File: src/rtl/tetris_board_render_pkg.sv
// Shared colours, flash FSM state type and width helper for the Tetris playfield renderer.
package tetris_board_render_pkg;

    localparam logic [15:0] BLACK = 16'h0000;
    localparam logic [15:0] WHITE = 16'hFFFF;
    localparam logic [15:0] CYAN  = 16'h07FF;
    localparam logic [15:0] GREY  = 16'h8410;

    typedef enum logic {
        IDLE  = 1'b0,
        FLASH = 1'b1
    } flash_state_t;

    // Smallest r with 2**r >= v; returns 0 for v <= 1.
    function automatic int clog2(input int v);
        int r;
        r = 0;
        while ((1 << r) < v) begin
            r = r + 1;
        end
        return r;
    endfunction

endpackage

File: src/rtl/tetris_flash_ctrl.sv
// Line-clear flash sequencer: counts frames while a flash runs and toggles the flash phase.
// Latency: state changes register on the clk edge that samples flash_start / frame_begin.
// Backpressure: none; flash_start while busy is dropped.
module tetris_flash_ctrl
    import tetris_board_render_pkg::*;
#(
    parameter int ROWS         = 20,
    parameter int FLASH_FRAMES = 6,
    parameter int FLASH_PERIOD = 1
) (
    input  logic            clk,
    input  logic            rst_n,
    input  logic            frame_begin,
    input  logic            flash_start,
    input  logic [ROWS-1:0] clear_rows,
    output logic            flash_busy,
    output logic            flash_done,
    output logic            flash_phase,
    output logic [ROWS-1:0] flash_rows
);

    localparam int FW = clog2(FLASH_FRAMES + 1);
    localparam int PW = clog2(FLASH_PERIOD + 1);

    flash_state_t   state;
    logic [FW-1:0]  frame_cnt;
    logic [PW-1:0]  period_cnt;

    always_ff @(posedge clk) begin
        if (!rst_n) begin
            state       <= IDLE;
            frame_cnt   <= '0;
            period_cnt  <= '0;
            flash_busy  <= 1'b0;
            flash_done  <= 1'b0;
            flash_phase <= 1'b0;
            flash_rows  <= '0;
        end else begin
            flash_done <= 1'b0;
            case (state)
                IDLE: begin
                    // A coincident frame_begin is deliberately not counted here.
                    if (flash_start) begin
                        state       <= FLASH;
                        flash_rows  <= clear_rows;
                        flash_phase <= 1'b1;
                        frame_cnt   <= '0;
                        period_cnt  <= '0;
                        flash_busy  <= 1'b1;
                    end
                end
                FLASH: begin
                    if (frame_begin) begin
                        if (frame_cnt == FW'(FLASH_FRAMES - 1)) begin
                            state       <= IDLE;
                            frame_cnt   <= '0;
                            period_cnt  <= '0;
                            flash_busy  <= 1'b0;
                            flash_phase <= 1'b0;
                            flash_done  <= 1'b1;
                        end else begin
                            frame_cnt <= frame_cnt + 1'b1;
                            if (period_cnt == PW'(FLASH_PERIOD - 1)) begin
                                period_cnt  <= '0;
                                flash_phase <= ~flash_phase;
                            end else begin
                                period_cnt <= period_cnt + 1'b1;
                            end
                        end
                    end
                end
                default: state <= IDLE;
            endcase
        end
    end

endmodule

File: src/rtl/tetris_board_render.sv
// Rotated Tetris playfield renderer: pixel_index -> RGB565 with frame snapshots, piece colour, border, line flash.
// Latency: fixed 2 cycles from pixel_index to oled_data, one pixel per cycle.
// Backpressure: none; the pipeline never stalls.
module tetris_board_render
    import tetris_board_render_pkg::*;
#(
    parameter int COLS         = 10,
    parameter int ROWS         = 20,
    parameter int CELL         = 4,
    parameter int SCR_W        = 96,
    parameter int SCR_H        = 64,
    parameter int X0           = 16,
    parameter int Y0           = 24,
    parameter int FLASH_FRAMES = 6,
    parameter int FLASH_PERIOD = 1
) (
    input  logic                 clk,
    input  logic                 rst_n,
    input  logic [12:0]          pixel_index,
    input  logic                 frame_begin,
    input  logic [COLS*ROWS-1:0] board,
    input  logic [COLS*ROWS-1:0] piece_mask,
    input  logic [ROWS-1:0]      clear_rows,
    input  logic                 flash_start,
    output logic [15:0]          oled_data,
    output logic                 flash_busy,
    output logic                 flash_done
);

    localparam int LOG2C = clog2(CELL);
    localparam int RW    = clog2(ROWS);
    localparam int CW    = clog2(COLS);
    localparam int IW    = clog2(COLS * ROWS);
    localparam int NPIX  = SCR_W * SCR_H;

    if ((CELL < 1) || ((CELL & (CELL - 1)) != 0)) begin : g_cell_check
        $error("tetris_board_render: CELL must be a power of two");
    end

    logic [COLS*ROWS-1:0] board_snap;
    logic [COLS*ROWS-1:0] piece_snap;
    logic                 flash_phase;
    logic [ROWS-1:0]      flash_rows;

    tetris_flash_ctrl #(
        .ROWS         (ROWS),
        .FLASH_FRAMES (FLASH_FRAMES),
        .FLASH_PERIOD (FLASH_PERIOD)
    ) u_flash_ctrl (
        .clk         (clk),
        .rst_n       (rst_n),
        .frame_begin (frame_begin),
        .flash_start (flash_start),
        .clear_rows  (clear_rows),
        .flash_busy  (flash_busy),
        .flash_done  (flash_done),
        .flash_phase (flash_phase),
        .flash_rows  (flash_rows)
    );

    logic [12:0]   px_x, px_y, fx, fy;
    logic          px_valid, in_field_c, on_border_c;
    logic [RW-1:0] row_c;
    logic [CW-1:0] col_c;

    // Board rows run along screen x (row ROWS-1 at X0), columns along screen y.
    always_comb begin
        px_valid    = pixel_index < 13'(NPIX);
        px_x        = pixel_index % 13'(SCR_W);
        px_y        = pixel_index / 13'(SCR_W);
        fx          = px_x - 13'(X0);
        fy          = px_y - 13'(Y0);
        in_field_c  = px_valid
                   && (px_x >= 13'(X0)) && (px_x < 13'(X0 + ROWS * CELL))
                   && (px_y >= 13'(Y0)) && (px_y < 13'(Y0 + COLS * CELL));
        on_border_c = px_valid
                   && (((px_x == 13'(X0 - 1)) && (px_y >= 13'(Y0 - 1)) && (px_y <= 13'(Y0 + COLS * CELL)))
                    || ((px_y == 13'(Y0 - 1)) && (px_x >= 13'(X0 - 1)) && (px_x <= 13'(X0 + ROWS * CELL))));
        row_c       = '0;
        col_c       = '0;
        if (in_field_c) begin
            row_c = RW'(13'(ROWS - 1) - (fx >> LOG2C));
            col_c = CW'(13'(COLS - 1) - (fy >> LOG2C));
        end
    end

    logic          in_field_q, on_border_q;
    logic [RW-1:0] row_q;
    logic [CW-1:0] col_q;
    logic [IW-1:0] cell_idx;
    logic          piece_hit, board_hit, row_flash;
    logic [15:0]   pix_colour;

    always_comb begin
        cell_idx  = IW'(row_q) * IW'(COLS) + IW'(col_q);
        piece_hit = in_field_q & piece_snap[cell_idx];
        board_hit = in_field_q & board_snap[cell_idx];
        row_flash = in_field_q & flash_phase & flash_rows[row_q];
        if (piece_hit) begin
            pix_colour = CYAN;
        end else if (board_hit) begin
            pix_colour = row_flash ? BLACK : WHITE;
        end else if (row_flash) begin
            pix_colour = WHITE;
        end else if (on_border_q) begin
            pix_colour = GREY;
        end else begin
            pix_colour = BLACK;
        end
    end

    always_ff @(posedge clk) begin
        if (!rst_n) begin
            board_snap  <= '0;
            piece_snap  <= '0;
            in_field_q  <= 1'b0;
            on_border_q <= 1'b0;
            row_q       <= '0;
            col_q       <= '0;
            oled_data   <= BLACK;
        end else begin
            if (frame_begin) begin
                board_snap <= board;
                piece_snap <= piece_mask;
            end
            in_field_q  <= in_field_c;
            on_border_q <= on_border_c;
            row_q       <= row_c;
            col_q       <= col_c;
            oled_data   <= pix_colour;
        end
    end

endmodule

File: config.mk
export PLATFORM = sky130hd
export DESIGN_NAME = tetris_board_render
export DESIGN_NICKNAME = d
export VERILOG_FILES = /design/src/rtl/tetris_board_render_pkg.sv /design/src/rtl/tetris_flash_ctrl.sv /design/src/rtl/tetris_board_render.sv
export SDC_FILE = /design/constraint.sdc
export NUM_CORES = 1
export LEC_CHECK = 0
export CAP_MARGIN = 40
export CORE_MARGIN = 2
export CORE_UTILIZATION = 46
export CTS_CLUSTER_DIAMETER = 50
export DETAILED_ROUTE_END_ITERATION = 8
export HOLD_SLACK_MARGIN = 0.06
export PLACE_DENSITY = 0.83
export SLEW_MARGIN = 20
export SYNTH_ARGS = -nofsm -noshare
export SYNTH_HDL_FRONTEND = slang
export SYNTH_HIERARCHICAL = 1
export SYNTH_SLANG_ARGS = --single-unit
File: constraint.sdc
create_clock -name clk -period 3.8 [get_ports clk]
set_input_delay 1.14 -clock clk [delete_from_list [all_inputs] [get_ports clk]]
set_output_delay 1.14 -clock clk [all_outputs]
set_load 0.01 [all_outputs]
==> results.cfg <==
[finish]
fin_area_sq_mm = 0.02730
finalNonFillerCells = 2974
fill_cells = 3307
fin_nets = 2790
area_delta_synth_final_pct = 34.68
final_layout_size_suffix_gt1_share_pct = 11.86
multi_input_area_sq_mm = 0.01068
regArea_sq_mm = 0.008852

[critical_path]
critPathArrivalTime_ns = 4.11
cp_max_fo = 15
path_class = reg2reg
critPathSlowestCell = fa_2
required_ns = 4.26
r2r_slack_ns = 0.15
cp-startpoint = row_q[0]
crit_path_start_kind = flip-flop
crit_top_cell = buf_4
crit_chain = buf_4 -> ha_4 -> fa_2 -> buf_12 -> buf_4 -> nor2_1 -> a22oi_1 -> nand3_1 -> a32oi_2 -> nand4_1 -> a32o_1 -> a211o_1 -> o211a_1
rr_worst_depth = 13
crit_path_end_kind = flip-flop
max_stage_delay_ns = 0.60
endpoint = oled_data[15]
rr_endpoint = oled_data[15]
r2r_start = row_q[0]

[logic_synthesis]
synth_area_leader_cell = dfxtp_1
synthArstFlopShare_pct = 0
syn_inst = 1914
yosys-top-cells-area = dfxtp_1 44%, mux2i_1 22%, mux4_2 11%
synth_common_cells = 442 x dfxtp_1, 436 x mux2i_1, 423 x nor2_1, 95 x mux4_2, 93 x nand2_1
synth_most_common_cell = dfxtp_1
synth-edff-count = 0
yosys_warnings = 6
ys_seq_area_share_pct = 43.65
synthesis.nets = 2366
synthFlopType = dfxtp_1
synth_area_sq_mm = 0.02027
synth.distinct_cells = 83
synth_top_cell_area_share_pct = 43.65
ys_ff_latch = 442
avgSynthCellArea_sq_um = 10.59

[placement]
gp_congestion = 0.9130
io_buffers = 454
place_ws_ns = -0.4321
dpl_cell_area_sq_mm = 0.02550
dp_cells = 2869
hpwl_um = 46060

[clocking]
cts_buffer_depth = 3
clk_pin_slew_ns = 0.06
cts_tree = built
root_buffer = clkbuf_16
htree_levels = 2
insertion_delay_ns = 0.58
numCtsBuffers = 50
clock-sinks = 442

[drt]
ant_nets = 0
vias = 16310
vias_per_cell = 5.485
drc = 0
drt-pass1-iter-count = 5
wirelength_um = 62100
post_drt_wl_per_cell_um = 20.88
initialDrtViolationCount = 1089

[grt]
antenna_found_initial = 16
first_global_vias = 16770
gr-total-overflow = 0
grt_pass1_wl_um = 95550
grt_max_degree = 83
grt_use_total_pct = 26.55

[floorplan]
die_w_um = 213.9
dieHeight_um = 213.9
dieArea_sq_mm = 0.04576
io_pins = 455
coreArea_sq_mm = 0.04327
num_rows = 76
initial_core_util_pct = 46.85

[power]
clkPwrFrac_pct = 40.3
leakagePower_uw = 0.01142
pwr-share-seq_pct = 41.7
vdd_drop_max_mv = 0.3026
swShare_pct = 25.70
intPower_uw = 9060
pwr_density_cell_mw_per_mm2 = 446.6
combPwrFrac_pct = 18.0
switching_power_uw = 3133

[sta]
slew_headroom_pct = 49.06
max_freq_mhz = 274.2
fin_ws_ns = 0.1536
slew_violations = 0
fin_skew_ns = 0.02445
finalCriticalPeriod_ns = 3.646
tightest_slew_ns = 0.7641
rsz0062_at_grt = no
post-route-period-util_pct = 95.96
setup_violations = 0
hold_viol = 0

[worst_hold_path]
whs_path_depth = 2
hold_class = reg2reg

[run]
cap_violations = 0

[run_status]
outcome = finished, final reports clean
cells in the final DEF (no fill, tap or decap), types with 6 or more instances in the layout:
cell type and instances:
a21o_1 6, mux4_2 95, nor3_1 6, mux4_1 6, buf_4 55, clkbuf_16 51, buf_12 15, clkbuf_8 7
o21ai_0 14, nand3_1 18, clkbuf_1 13, clkinv_2 8, ha_1 12, inv_1 8, nand2_1 92, nand4_1 8
nor2_1 423, clkdlybuf4s50_1 452, dfxtp_1 441, a31oi_1 9, mux2i_1 436, diode_2 12, a21oi_1 24, xnor2_1 7
a21boi_0 20
power groups by stage:
| stage | combinational, uW | clock (uW) | sequential, uW |
|---|---|---|---|
| after floorplan | 1260 | 0 | 5110 |
| after global placement | 2110 | 0 | 5160 |
| after detailed placement | 2160 | 0 | 5180 |
| after CTS | 2180 | 4990 | 5080 |
| after global routing | 2360 | 5180 | 5100 |
| final | 2200 | 4920 | 5080 |
critical path: cells and delay by family, from the launching register on:
kind                     cells  cell delay, ns
adder cells (fa/ha/maj)      2            0.79
AND/OR/NAND/NOR              3            0.58
flip-flops                   1            0.33
buffers and inverters        3            0.58
AO/OA/AOI/OAI                5            1.25
metal layers:
layer  share of wire [%]  vias to the layer above  GRT usage [%]
li1                    -                     7627              -
met1                  40                     7950          32.34
met2                  49                      591          45.55
met3                 6.9                      137          6.206
met4                 3.5                        6          10.19
met5               0.066                        -              0
how the worst min path moves through the flow:
stage / from / endpoint
after CTS: u_flash_ctrl/flash_rows[7] / u_flash_ctrl/flash_rows[7]
after floorplan: u_flash_ctrl/flash_rows[14] / u_flash_ctrl/flash_rows[14]
after detailed placement: u_flash_ctrl/flash_rows[7] / u_flash_ctrl/flash_rows[7]
after global placement: u_flash_ctrl/flash_rows[12] / u_flash_ctrl/flash_rows[12]
after global routing: u_flash_ctrl/flash_rows[16] / u_flash_ctrl/flash_rows[16]
final: u_flash_ctrl/flash_rows[1] / u_flash_ctrl/flash_rows[1]
registers in the layout, summed over array words and instances, names as in the netlist:
register and cells:
on_border_q 1, oled_data 4, u_flash_ctrl/flash_rows 20, in_field_q 1, u_flash_ctrl/flash_done 1, piece_snap 200
u_flash_ctrl/flash_busy 1, row_q 5, u_flash_ctrl/state 1, u_flash_ctrl/flash_phase 1, u_flash_ctrl/frame_cnt 3, col_q 4
board_snap 200
timing repair:
item                                    4_1_cts  5_1_grt
hold buffers                                  0        0
pin swaps                                     0        2
endpoints found under the setup margin        4        7
endpoints found under the hold margin         0        0
resized for setup                             2       13
setup buffers                                 0        2
final cells by class:
class,instances,share of cell area [%]
multi-input combinational,1307,39.11
sequential,442,32.42
timing repair buffer,526,19.34
clock buffer,71,5.206
tap,585,2.681
clock inverter,20,0.9486
inverter,11,0.1787
antenna,12,0.1100
per-stage QoR:
| step | power [uW] | util (%) | hold slack [ns] | setup TNS, ns |
|---|---|---|---|---|
| after global routing | 12640 | 63.10 | 0.4896 | 0 |
| after detailed placement | 7334 | 58.94 | 0.4569 | -4.030 |
| after global placement | 7270 | 58.93 | 0.4490 | -2.099 |
| after floorplan | 6373 | - | 0.4402 | 0 |
| final | 12190 | 63.10 | 0.4624 | 0 |
| after CTS | 12250 | 62.83 | 0.4650 | 0 |
kinds of logic after synthesis:
logic type	Yosys count	share of synthesized area, %
AOI/OAI and AO/OA	135	5.012
xor gates and xnor gates	14	0.6419
adders and majority gates	15	0.9999
buffers and inverters	165	4.185
DFF	442	43.65
muxes	541	33.08
and+or+nand+nor	602	12.43
(Power assumes the default switching activity.)
==> edit (config.mk and constraints unchanged) <==
`ROWS` is set to 20 in 2 places; all go to 40.
--- a/src/rtl/tetris_flash_ctrl.sv
+++ b/src/rtl/tetris_flash_ctrl.sv
@@ -4,7 +4,7 @@
 module tetris_flash_ctrl
     import tetris_board_render_pkg::*;
 #(
-    parameter int ROWS         = 20,
+    parameter int ROWS         = 40,
     parameter int FLASH_FRAMES = 6,
     parameter int FLASH_PERIOD = 1
 ) (
--- a/src/rtl/tetris_board_render.sv
+++ b/src/rtl/tetris_board_render.sv
@@ -5,7 +5,7 @@
     import tetris_board_render_pkg::*;
 #(
     parameter int COLS         = 10,
-    parameter int ROWS         = 20,
+    parameter int ROWS         = 40,
     parameter int CELL         = 4,
     parameter int SCR_W        = 96,
     parameter int SCR_H        = 64,
Ports: changed (resized board, clear_rows and piece_mask); port bits go from 455 to 875. The function was not compared with the original's and may differ.
==> edit against the original RTL <==
The flow now finishes with violations (negative setup slack). Worst setup slack worse by 0.21 ns. Power is 110% higher. Cell count is 95% higher. Die area is 99% higher. Final area is 110% higher. Synthesized cell count is 87% higher. Combinational power is 120% higher. Sequential cell count is 421 higher. Wire length is 130% higher. Non-clock buffer count is 572 higher. Area after synthesis is 100% higher. Critical endpoint is now oled_data[9].
==> edit: results (changes against the original RTL) <==
stage;metric;value;unit;change
run_status;status;finished, violations left;;
run_status;failing checks;negative setup slack;;
power_and_ir_drop;Switch Pwr;0.00666;W;+110%
routing;initial DRC count;2175;;+100%
placed_design;Routability Congestion;0.891;;-2.4%
grt;met2 Use GR;0.503;;+0.0472
power_and_ir_drop;Pleak;22.7;nW;+98%
placed_design;HPWL after DPL;103;mm;+120%
placed_design;Cell Count Post-Placement;5512;;+92%
hold_path;Worst Hold End;u_flash_ctrl/flash_rows[6];;
critical_path;R2R depth;15;;+2
timing;final setup fails;3;;+3
yosys;Synth Net Count;4453;;+88%
yosys;mux cell area share after synthesis;0.331;;about the same
power_and_ir_drop;maximum vdd drop;0.000334;V;+10%
timing;final setup margin;-0.0568;ns;-0.210 ns
grt;initial antenna violation count;80;;+64
hold_path;hold wc startpoint;u_flash_ctrl/flash_rows[6];;
yosys;area share of the largest cell type after synthesis;0.424;;-0.0129
clock_tree;total CTS buffers;105;;+110%
yosys;Synth Area in Adders;0.00558;;-0.00442
power_and_ir_drop;Seq pwr share;0.395;;-0.022
grt;M3 GR Usage;0.0591;;-0.00295
clock_tree;clk_lat worst skew;0.68;ns;+0.10 ns
yosys;Synth area leaders;dfxtp_1 (42%), mux2i_1 (20%), nor2b_1 (12%);;
## edit: worst max-delay path by stage
stage                    start            to  depth (start not counted)
6_report              row_q[0]  oled_data[9]                         15
5_1_grt               row_q[0]  oled_data[9]                         15
4_1_cts               row_q[0]  oled_data[9]                         14
3_5_place_dp   pixel_index[11]   on_border_q                         12
3_3_place_gp   pixel_index[11]      row_q[4]                         15
2_1_floorplan         row_q[0]  oled_data[4]                         13
## edit: repair_timing
item                                    4_1_cts  5_1_grt
gates resized for setup                      39       78
endpoints found under the setup margin        4       11
pin swaps                                    22       35
gates cloned                                  4        6
buffers inserted                             10       18
## edit: final cells by class
cell class	instances	area share
Multi-Input combinational cell	2405	0.398
Sequential cell	863	0.306
Timing Repair Buffer	1098	0.200
Clock buffer	151	0.0551
Tap cell	1165	0.0258
Clock inverter	46	0.0100
Antenna cell	68	0.00302
Inverter	16	0.00106
## edit: cell families (layout without fill, tap and decap cells)
| kind of cell | after synthesis | in the layout |
|---|---|---|
| multiplexers | 1053 | 1053 |
| adder cells (fa/ha/maj) | 17 | 17 |
| AND/OR/NAND/NOR | 1115 | 1115 |
| flip-flops | 863 | 863 |
| AO/OA/AOI/OAI | 208 | 208 |
| buffers and inverters | 311 | 1311 |
| XOR/XNOR | 12 | 12 |
| other | 0 | 68 |
## edit: per-stage QoR
| step | hold slack [ns] | TNS (ns) | util | area, um^2 | total power, W |
|---|---|---|---|---|---|
| CTS | 0.459 | -0.152 | 0.631 | 55600 | 0.0250 |
| global placement | 0.443 | -5.02 | 0.585 | 51500 | 0.0144 |
| detailed placement | 0.451 | -5.57 | 0.585 | 51500 | 0.0145 |
| floorplan | 0.432 | 0 | - | 40800 | 0.0123 |
| global route | 0.470 | -0.424 | 0.640 | 56400 | 0.0260 |
| finish | 0.459 | -0.0856 | 0.640 | 56400 | 0.0251 |
